<file path="config.mk">
export PLATFORM = sky130hd
export DESIGN_NAME = collatz_range_engine
export DESIGN_NICKNAME = d
export VERILOG_FILES = /design/src/rtl/collatz_range_engine.sv
export SDC_FILE = /design/constraint.sdc
export NUM_CORES = 2
export LEC_CHECK = 0
export ABC_AREA = 1
export CORE_MARGIN = 8
export CORE_UTILIZATION = 55
export DETAILED_ROUTE_END_ITERATION = 10
export PLACE_DENSITY_LB_ADDON = 0.2
export SETUP_SLACK_MARGIN = 0.15
export SKIP_CTS_REPAIR_TIMING = 1
export SLEW_MARGIN = 15
export SYNTH_ARGS = -nofsm -noshare
export SYNTH_HDL_FRONTEND = slang
export SYNTH_SLANG_ARGS = --single-unit
export TNS_END_PERCENT = 50
</file>
<file path="constraint.sdc">
create_clock -name clk -period 8.39 [get_ports clk]
set_clock_uncertainty 0.15 [all_clocks]
set_input_delay 1.678 -clock clk [delete_from_list [all_inputs] [get_ports clk]]
set_output_delay 1.678 -clock clk [all_outputs]
set_load 0.05 [all_outputs]
</file>
<file path="src/rtl/collatz_range_engine.sv">
// Collatz sequence-length engine: evaluates RAM_WORDS consecutive start values and serves results by address.
// Optional build macro COLLATZ_PERF_EN adds the 'cycles' run-length performance counter port.
module collatz_range_engine #(
  parameter int RAM_WORDS     = 256,
  parameter int RAM_ADDR_BITS = 8
) (
  input  logic                     clk,
  input  logic                     reset,
  input  logic                     go,
  input  logic [31:0]              start,
  input  logic [RAM_ADDR_BITS-1:0] n,
  output logic                     done,
  output logic [15:0]              count
`ifdef COLLATZ_PERF_EN
  ,
  output logic [31:0]              cycles
`endif
);

  typedef enum logic [2:0] {
    S_IDLE  = 3'd0,
    S_LOAD  = 3'd1,
    S_ITER  = 3'd2,
    S_STORE = 3'd3,
    S_DONE  = 3'd4
  } state_t;

  localparam logic [RAM_ADDR_BITS-1:0] LAST_IDX = RAM_ADDR_BITS'(RAM_WORDS - 1);

  // One Collatz step; the 34-bit width keeps the 3v+1 carry visible for overflow detection
  function automatic logic [33:0] collatz_step(input logic [33:0] v);
    if (v[0]) begin
      return (v * 34'd3) + 34'd1;
    end else begin
      return v >> 1;
    end
  endfunction

  state_t                   state_r;
  state_t                   state_s;
  logic [31:0]              base_r;
  logic [RAM_ADDR_BITS-1:0] index_r;
  logic [33:0]              val_r;
  logic [15:0]              len_r;
  logic                     done_r;
  logic [15:0]              count_r;
  logic [33:0]              load_val_s;
  logic [33:0]              step_s;
  logic                     sat_s;
  logic                     last_s;
  logic                     accept_s;
  logic                     ram_we_s;
  logic                     busy_s;
  logic [15:0]              ram [RAM_WORDS];

  assign load_val_s = {2'b00, base_r + 32'(index_r)};
  assign step_s     = collatz_step(val_r);
  assign last_s     = (index_r == LAST_IDX);

  // Saturation: 3v+1 spilled past 32 bits, or the length would hit the 16'hFFFF ceiling
  always_comb begin
    sat_s = 1'b0;
    if (val_r != 34'd1) begin
      sat_s = (val_r[0] && (step_s[33:32] != 2'b00)) || (len_r == 16'hFFFE);
    end else begin
      sat_s = 1'b0;
    end
  end

  // State register
  always_ff @(posedge clk) begin
    if (reset) begin
      state_r <= S_IDLE;
    end else begin
      state_r <= state_s;
    end
  end

  // Next-state logic
  always_comb begin
    state_s = state_r;
    case (state_r)
      S_IDLE:  state_s = go ? S_LOAD : S_IDLE;
      S_LOAD:  state_s = (load_val_s == 34'd0) ? S_STORE : S_ITER;
      S_ITER:  state_s = ((val_r == 34'd1) || sat_s) ? S_STORE : S_ITER;
      S_STORE: state_s = last_s ? S_DONE : S_LOAD;
      S_DONE:  state_s = go ? S_LOAD : S_DONE;
      default: state_s = S_IDLE;
    endcase
  end

  // Control strobes decoded from the current state
  always_comb begin
    accept_s = 1'b0;
    ram_we_s = 1'b0;
    busy_s   = 1'b0;
    case (state_r)
      S_IDLE:  accept_s = go;
      S_LOAD:  busy_s   = 1'b1;
      S_ITER:  busy_s   = 1'b1;
      S_STORE: begin
        ram_we_s = 1'b1;
        busy_s   = 1'b1;
      end
      S_DONE:  accept_s = go;
      default: accept_s = 1'b0;
    endcase
  end

  // Datapath: base/index latching, per-word value and length tracking
  always_ff @(posedge clk) begin
    if (reset) begin
      base_r  <= 32'd0;
      index_r <= '0;
      val_r   <= 34'd0;
      len_r   <= 16'd0;
    end else begin
      if (accept_s) begin
        base_r  <= start;
        index_r <= '0;
      end
      case (state_r)
        S_LOAD: begin
          val_r <= load_val_s;
          len_r <= (load_val_s == 34'd0) ? 16'd0 : 16'd1;
        end
        S_ITER: begin
          if (val_r != 34'd1) begin
            if (sat_s) begin
              len_r <= 16'hFFFF;
            end else begin
              val_r <= step_s;
              len_r <= len_r + 16'd1;
            end
          end
        end
        S_STORE: begin
          if (!last_s) begin
            index_r <= index_r + 1'b1;
          end
        end
        default: ;
      endcase
    end
  end

  // Result RAM write port (contents deliberately survive reset)
  always_ff @(posedge clk) begin
    if (ram_we_s) begin
      ram[index_r] <= len_r;
    end
  end

  // Registered read port feeding the display
  always_ff @(posedge clk) begin
    if (reset) begin
      count_r <= 16'd0;
    end else begin
      count_r <= ram[n];
    end
  end

  // done tracks the state being entered, so it rises leaving the last STORE and drops on restart
  always_ff @(posedge clk) begin
    if (reset) begin
      done_r <= 1'b0;
    end else begin
      done_r <= (state_s == S_DONE);
    end
  end

  assign done  = done_r;
  assign count = count_r;

`ifdef COLLATZ_PERF_EN
  logic [31:0] cycles_r;

  // Busy-cycle counter: cleared on accept, saturating, frozen outside a run
  always_ff @(posedge clk) begin
    if (reset) begin
      cycles_r <= 32'd0;
    end else if (accept_s) begin
      cycles_r <= 32'd0;
    end else if (busy_s && (cycles_r != 32'hFFFF_FFFF)) begin
      cycles_r <= cycles_r + 32'd1;
    end else begin
      cycles_r <= cycles_r;
    end
  end

  assign cycles = cycles_r;
`endif

endmodule
</file>
* Word-level counts from Yosys, hierarchy flattened
Memories as Yosys holds them, arrays and structs flattened. A register that Yosys moved wholly into a read port is not among the register bits. Index checks and enable logic that the tools add are counted.
Word-level totals: bits of input ports 43, logic and storage cells 55, memory bits (writable) 4096, memories kept 1, flip-flop bits (word level) 94
Cells by class: reductions and logical operators 10, add/sub/neg operators 4, muxes and demuxes 22, equal/unequal tests 11, $mul 1
Memory list:
- ram | depth 256, width 16, read ports 1, clocked after memory_dff 1, write ports 1, line 54 | logic [15:0] ram [RAM_WORDS];
Operators by type and width (number):
- 34-bit two-way mux | 3
- 34-bit case mux with 2 select lines | 1
- 34-bit by 1-bit adder with 34-bit output, second input constant | 1
- 34-bit by 1-bit equality test with 1-bit output, second input constant | 1
- 34-bit logical NOT | 1
- 34-bit by 2-bit multiplier with 34-bit output, second input constant | 1
- 34-bit by 1-bit != test with 1-bit output, second input constant | 1
- 32-bit by 8-bit adder with 32-bit output | 1
- 16-bit two-way mux | 2
- 16-bit case mux with 2 select lines | 1
- 8-bit two-way mux | 3
- 16-bit by 1-bit adder with 16-bit output, second input constant | 1
- 16-bit equality test, second input constant | 1
- 3-bit case mux with 5 select lines | 1
- 1-bit two-way mux | 9
- 8-bit by 1-bit adder with 8-bit output, second input constant | 1
- 8-bit equality test, second input constant | 1
- 3-bit by 2-bit equality test with 1-bit output, second input constant | 2
- 3-bit equality test, second input constant | 2
- 3-bit two-way mux | 2
- 2-bit != test, second input constant | 2
- 2-bit nonzero test | 2
- 3-bit by 1-bit equality test with 1-bit output, second input constant | 1
- 3-bit logical NOT | 1
- 5 further kinds | 6

* Logic depth before layout (Yosys ltp)
word-level depth 11, gate-level depth with buffers 22, depth with buffers taken out 20

* Worst setup path after synthesis
OpenSTA, ideal clock, no wires.
kind register to register, from register len_r[2], to register len_r[15], setup time 0.077 ns, stages on the path, launching flop included 12, path slack 2.461 ns, arrival time 5.702 ns, required time 8.163 ns, path through dfxtp_1 -> nand3_1 -> nor2_1 -> nand4_1 -> nor2_1 -> nand2_1 -> nor2_1 -> nand4_1 -> xor2_1 -> nand2_1 -> nand2_1 -> a21oi_1
On the way: longest elaborated chain between the ends 6, elaborated cells on any way between the ends 7
RTL lines:
- from (decl) | line 44 | logic [15:0] len_r;
- from (signal assigned) | line 125 | len_r <= (load_val_s == 34'd0) ? 16'd0 : 16'd1;
- from (signal assigned) | line 133 | len_r <= len_r + 16'd1;
- parallel branches: the longest is 3 deep, another holds 16-bit by 1-bit adder with 16-bit output
- 16-bit two-way mux * | line 129 | if (sat_s) begin
- 16-bit two-way mux * | line 128 | if (val_r != 34'd1) begin
- 16-bit case mux with 2 select lines * | line 122 | case (state_r)
Mark *: on every way between the ends. The select of a mux whose other input is x is not followed. A chain may end at the register's enable or synchronous reset.

==> summary.txt <==
Slew margin rel. -> 12.2%
Critical Path RT -> 9.11 ns
Pin count of the biggest net entering global routing -> 187
Fin. max-slew vios -> 0
Clk_lat worst skew -> 0.98 ns
Worst path max stage delay -> 0.63 ns
Yosys Warn Count -> 0
Ys async rst share -> 0%
Worst path most repeated cell -> nand3_1
Final hold violations -> 0
Post-DR vias/cell -> 6.40
Layout cells sized above 1 -> 7.80%
Post-detail-place hpwl -> 280,000 µm
Final nets -> 13,900
WL/cell -> 27.6 µm
Starting Density -> 55.2%
Sink Count -> 4,206
Synth cell types -> 51
Row count -> 204
Fmax achieved -> 196 MHz
Synth Net Count -> 14,000
Critical path fanouts, max -> 171
# IOs -> 60
Starting DRC count in detailed routing -> 16,600
Pwr/cell area -> 234 nW/µm²
Fin Setup TNS -> 0 ns
Cell chain of the critical path -> buf_16 -> inv_16 -> buf_12 -> o21ai_0 -> o22ai_1 -> nand2_1 -> nand3_1 -> nand3_1 -> nand3_1 -> nand3_1 -> nand3_1 -> nand2_1 -> nor2_1
Worst slew pin tran -> 1.32 ns
Register area share after synthesis -> 73.5%
Finish-stage setup viols -> 0
Crit start category -> input port
Vias in the first global route -> 111,000
Die area -> 328,000 µm²
Post-Route WL -> 504,000 µm
RSZ-0062 raised after global routing -> no
Commonest register cell after synthesis -> edfxtp_1
Total grt overflow -> 0
Area delta synth->final -> 11.1%
Peak supply drop -> 191 µV
Gpl congestion -> 0.909
Die Width -> 573 µm
First-pass GRT wire length -> 732,000 µm
Leak Pwr -> 0.0630 µW
Average size of a mapped cell -> 12.2 µm²
Overall routing resource usage -> 29.8%
CORE AREA -> 309,000 µm²
H-tree depth -> 5
WHS -> 0.338 ns
Number of remaining DRC errors -> 0
IO buf count -> 59
Total power -> 44,300 µW
Period utilization -> 60.8%
Area post-placement -> 175,000 µm²
Total CTS buffers -> 421
Outcome -> finished clean
Commonest cells after routing, fill and taps aside -> edfxtp_1, nor2_1, o21ai_0, nand2_1, o22ai_1
Clock-pin slew on the worst setup and hold paths -> 0.07 ns
Min Tclk post-route -> 5.10 ns
Die Height -> 573 µm
R2R Setup Slk -> 4.04 ns
Commonest non-fill, non-tap cell in the layout -> edfxtp_1
CP arrival -> 5.82 ns
Number of synthesized flops with an enable pin -> 4,096
Yosys reg bits -> 4,206
Routed Antenna Nets -> 0
Max stage delay cell, worst path -> inv_16
Design Area, Final -> 189,000 µm²
CP Capture Type -> flip-flop
Initial antenna violation count -> 35
TritonCTS clock tree -> built
Pre-Repair DR Iteration Count -> 8
Synth Instances -> 13,900
Setup CP Type -> in2reg
Synthesized area -> 170,000 µm²
Worst hold path class -> reg2reg
Total of max-cap violations -> 0
Clock tree buffer depth -> 4
Root Buffer -> clkbuf_16
Via count -> 117,000
## power by group
| group | leakage, µW | switching, µW | total [µW] | internal, µW |
|---|---|---|---|---|
| Combinational | 0.0176 | 1990 | 2700 | 704 |
| Clock | 0.00667 | 7950 | 18700 | 10700 |
| Sequential | 0.0388 | 89.4 | 22900 | 22800 |
## layout make-up
cell class	instances	area [µm²]
clock inverters	263	2600
fillers	23300	119000
well taps	4120	5150
diodes	16	40.0
clock buffers	512	11100
multi-input cells	8526	40200
flip-flops and latches	4206	125000
repair buffers	445	3990
inverters	210	847
## sequential cells by signal, summed over array words and instances (netlist names), named ones only
name,cells
ram,4096
state_r,3
len_r,16
count,16
base_r,32
val_r,33
index_r,8
done,1
## logic make-up (layout without fill, tap and decap cells)
family          Yosys count  after routing  share of synthesized area [%]
flops                  4206           4206                           73.5
xor+xnor                 36             36                          0.185
buf+inv                1190           1430                           3.06
compound gates         3400           3400                           10.8
other cells               0             16                              0
simple gates           5023           5023                           11.9
fa+ha+maj                67             67                          0.501
## cell usage after synthesis (all sizes together) (2+ instances only)
master	n	area, µm²
a22oi	5	37.5
o22ai	1049	6560
and2	2	12.5
a21boi	2	15.0
o211ai	7	52.6
nand2	1405	5290
nand3	1004	5040
nand3b	6	45.0
buf	404	2240
nor2	2533	9510
inv	209	787
or2	4	25.0
dfxtp	110	2200
edfxtp	4096	123000
xnor2	12	105
o21bai	5	37.5
nor3b	2	15.0
o21ai	2172	10900
a21oi	132	664
xor2	24	210
nand4	32	206
clkbuf	576	2180
a21o	2	15.0
a31oi	18	113
a221oi	2	17.5
nor3	33	175
fa	2	40.0
o21a	4	30.0
ha	65	813
## worst paths after layout
check	depth (start not counted)	to	start
hold reg to reg	2	val_r[33]	val_r[33]
hold / removal	2	val_r[33]	val_r[33]
setup reg to reg	5	ram[74][4]	index_r[6]
setup / recovery	13	count[9]	n[0]
## metrics by stage
stage	util (%)	setup WS [ns]	cells
3_5_place_dp	56.9	2.69	17500
4_1_cts	61.3	3.64	18300
5_1_grt	61.3	3.19	18300
3_3_place_gp	56.8	2.38	17500
2_1_floorplan	-	2.46	13900
6_report	61.3	3.29	18300
## routing by layer
layer  global-route usage, %  vias to the layer above  routed length, µm
li1                        -                    50700                  -
met1                    40.9                    58000             192000
met2                    45.9                     7124             229000
met3                    5.47                     1215              54500
met4                    15.3                       20              28900
met5                       0                        -                126
## worst max-delay path: cells and delay by family
family,cells,cell delay [ns]
compound gates,2,0.39
simple gates,8,1.76
buf+inv,3,1.41
Power figures use the tool's default switching activity.
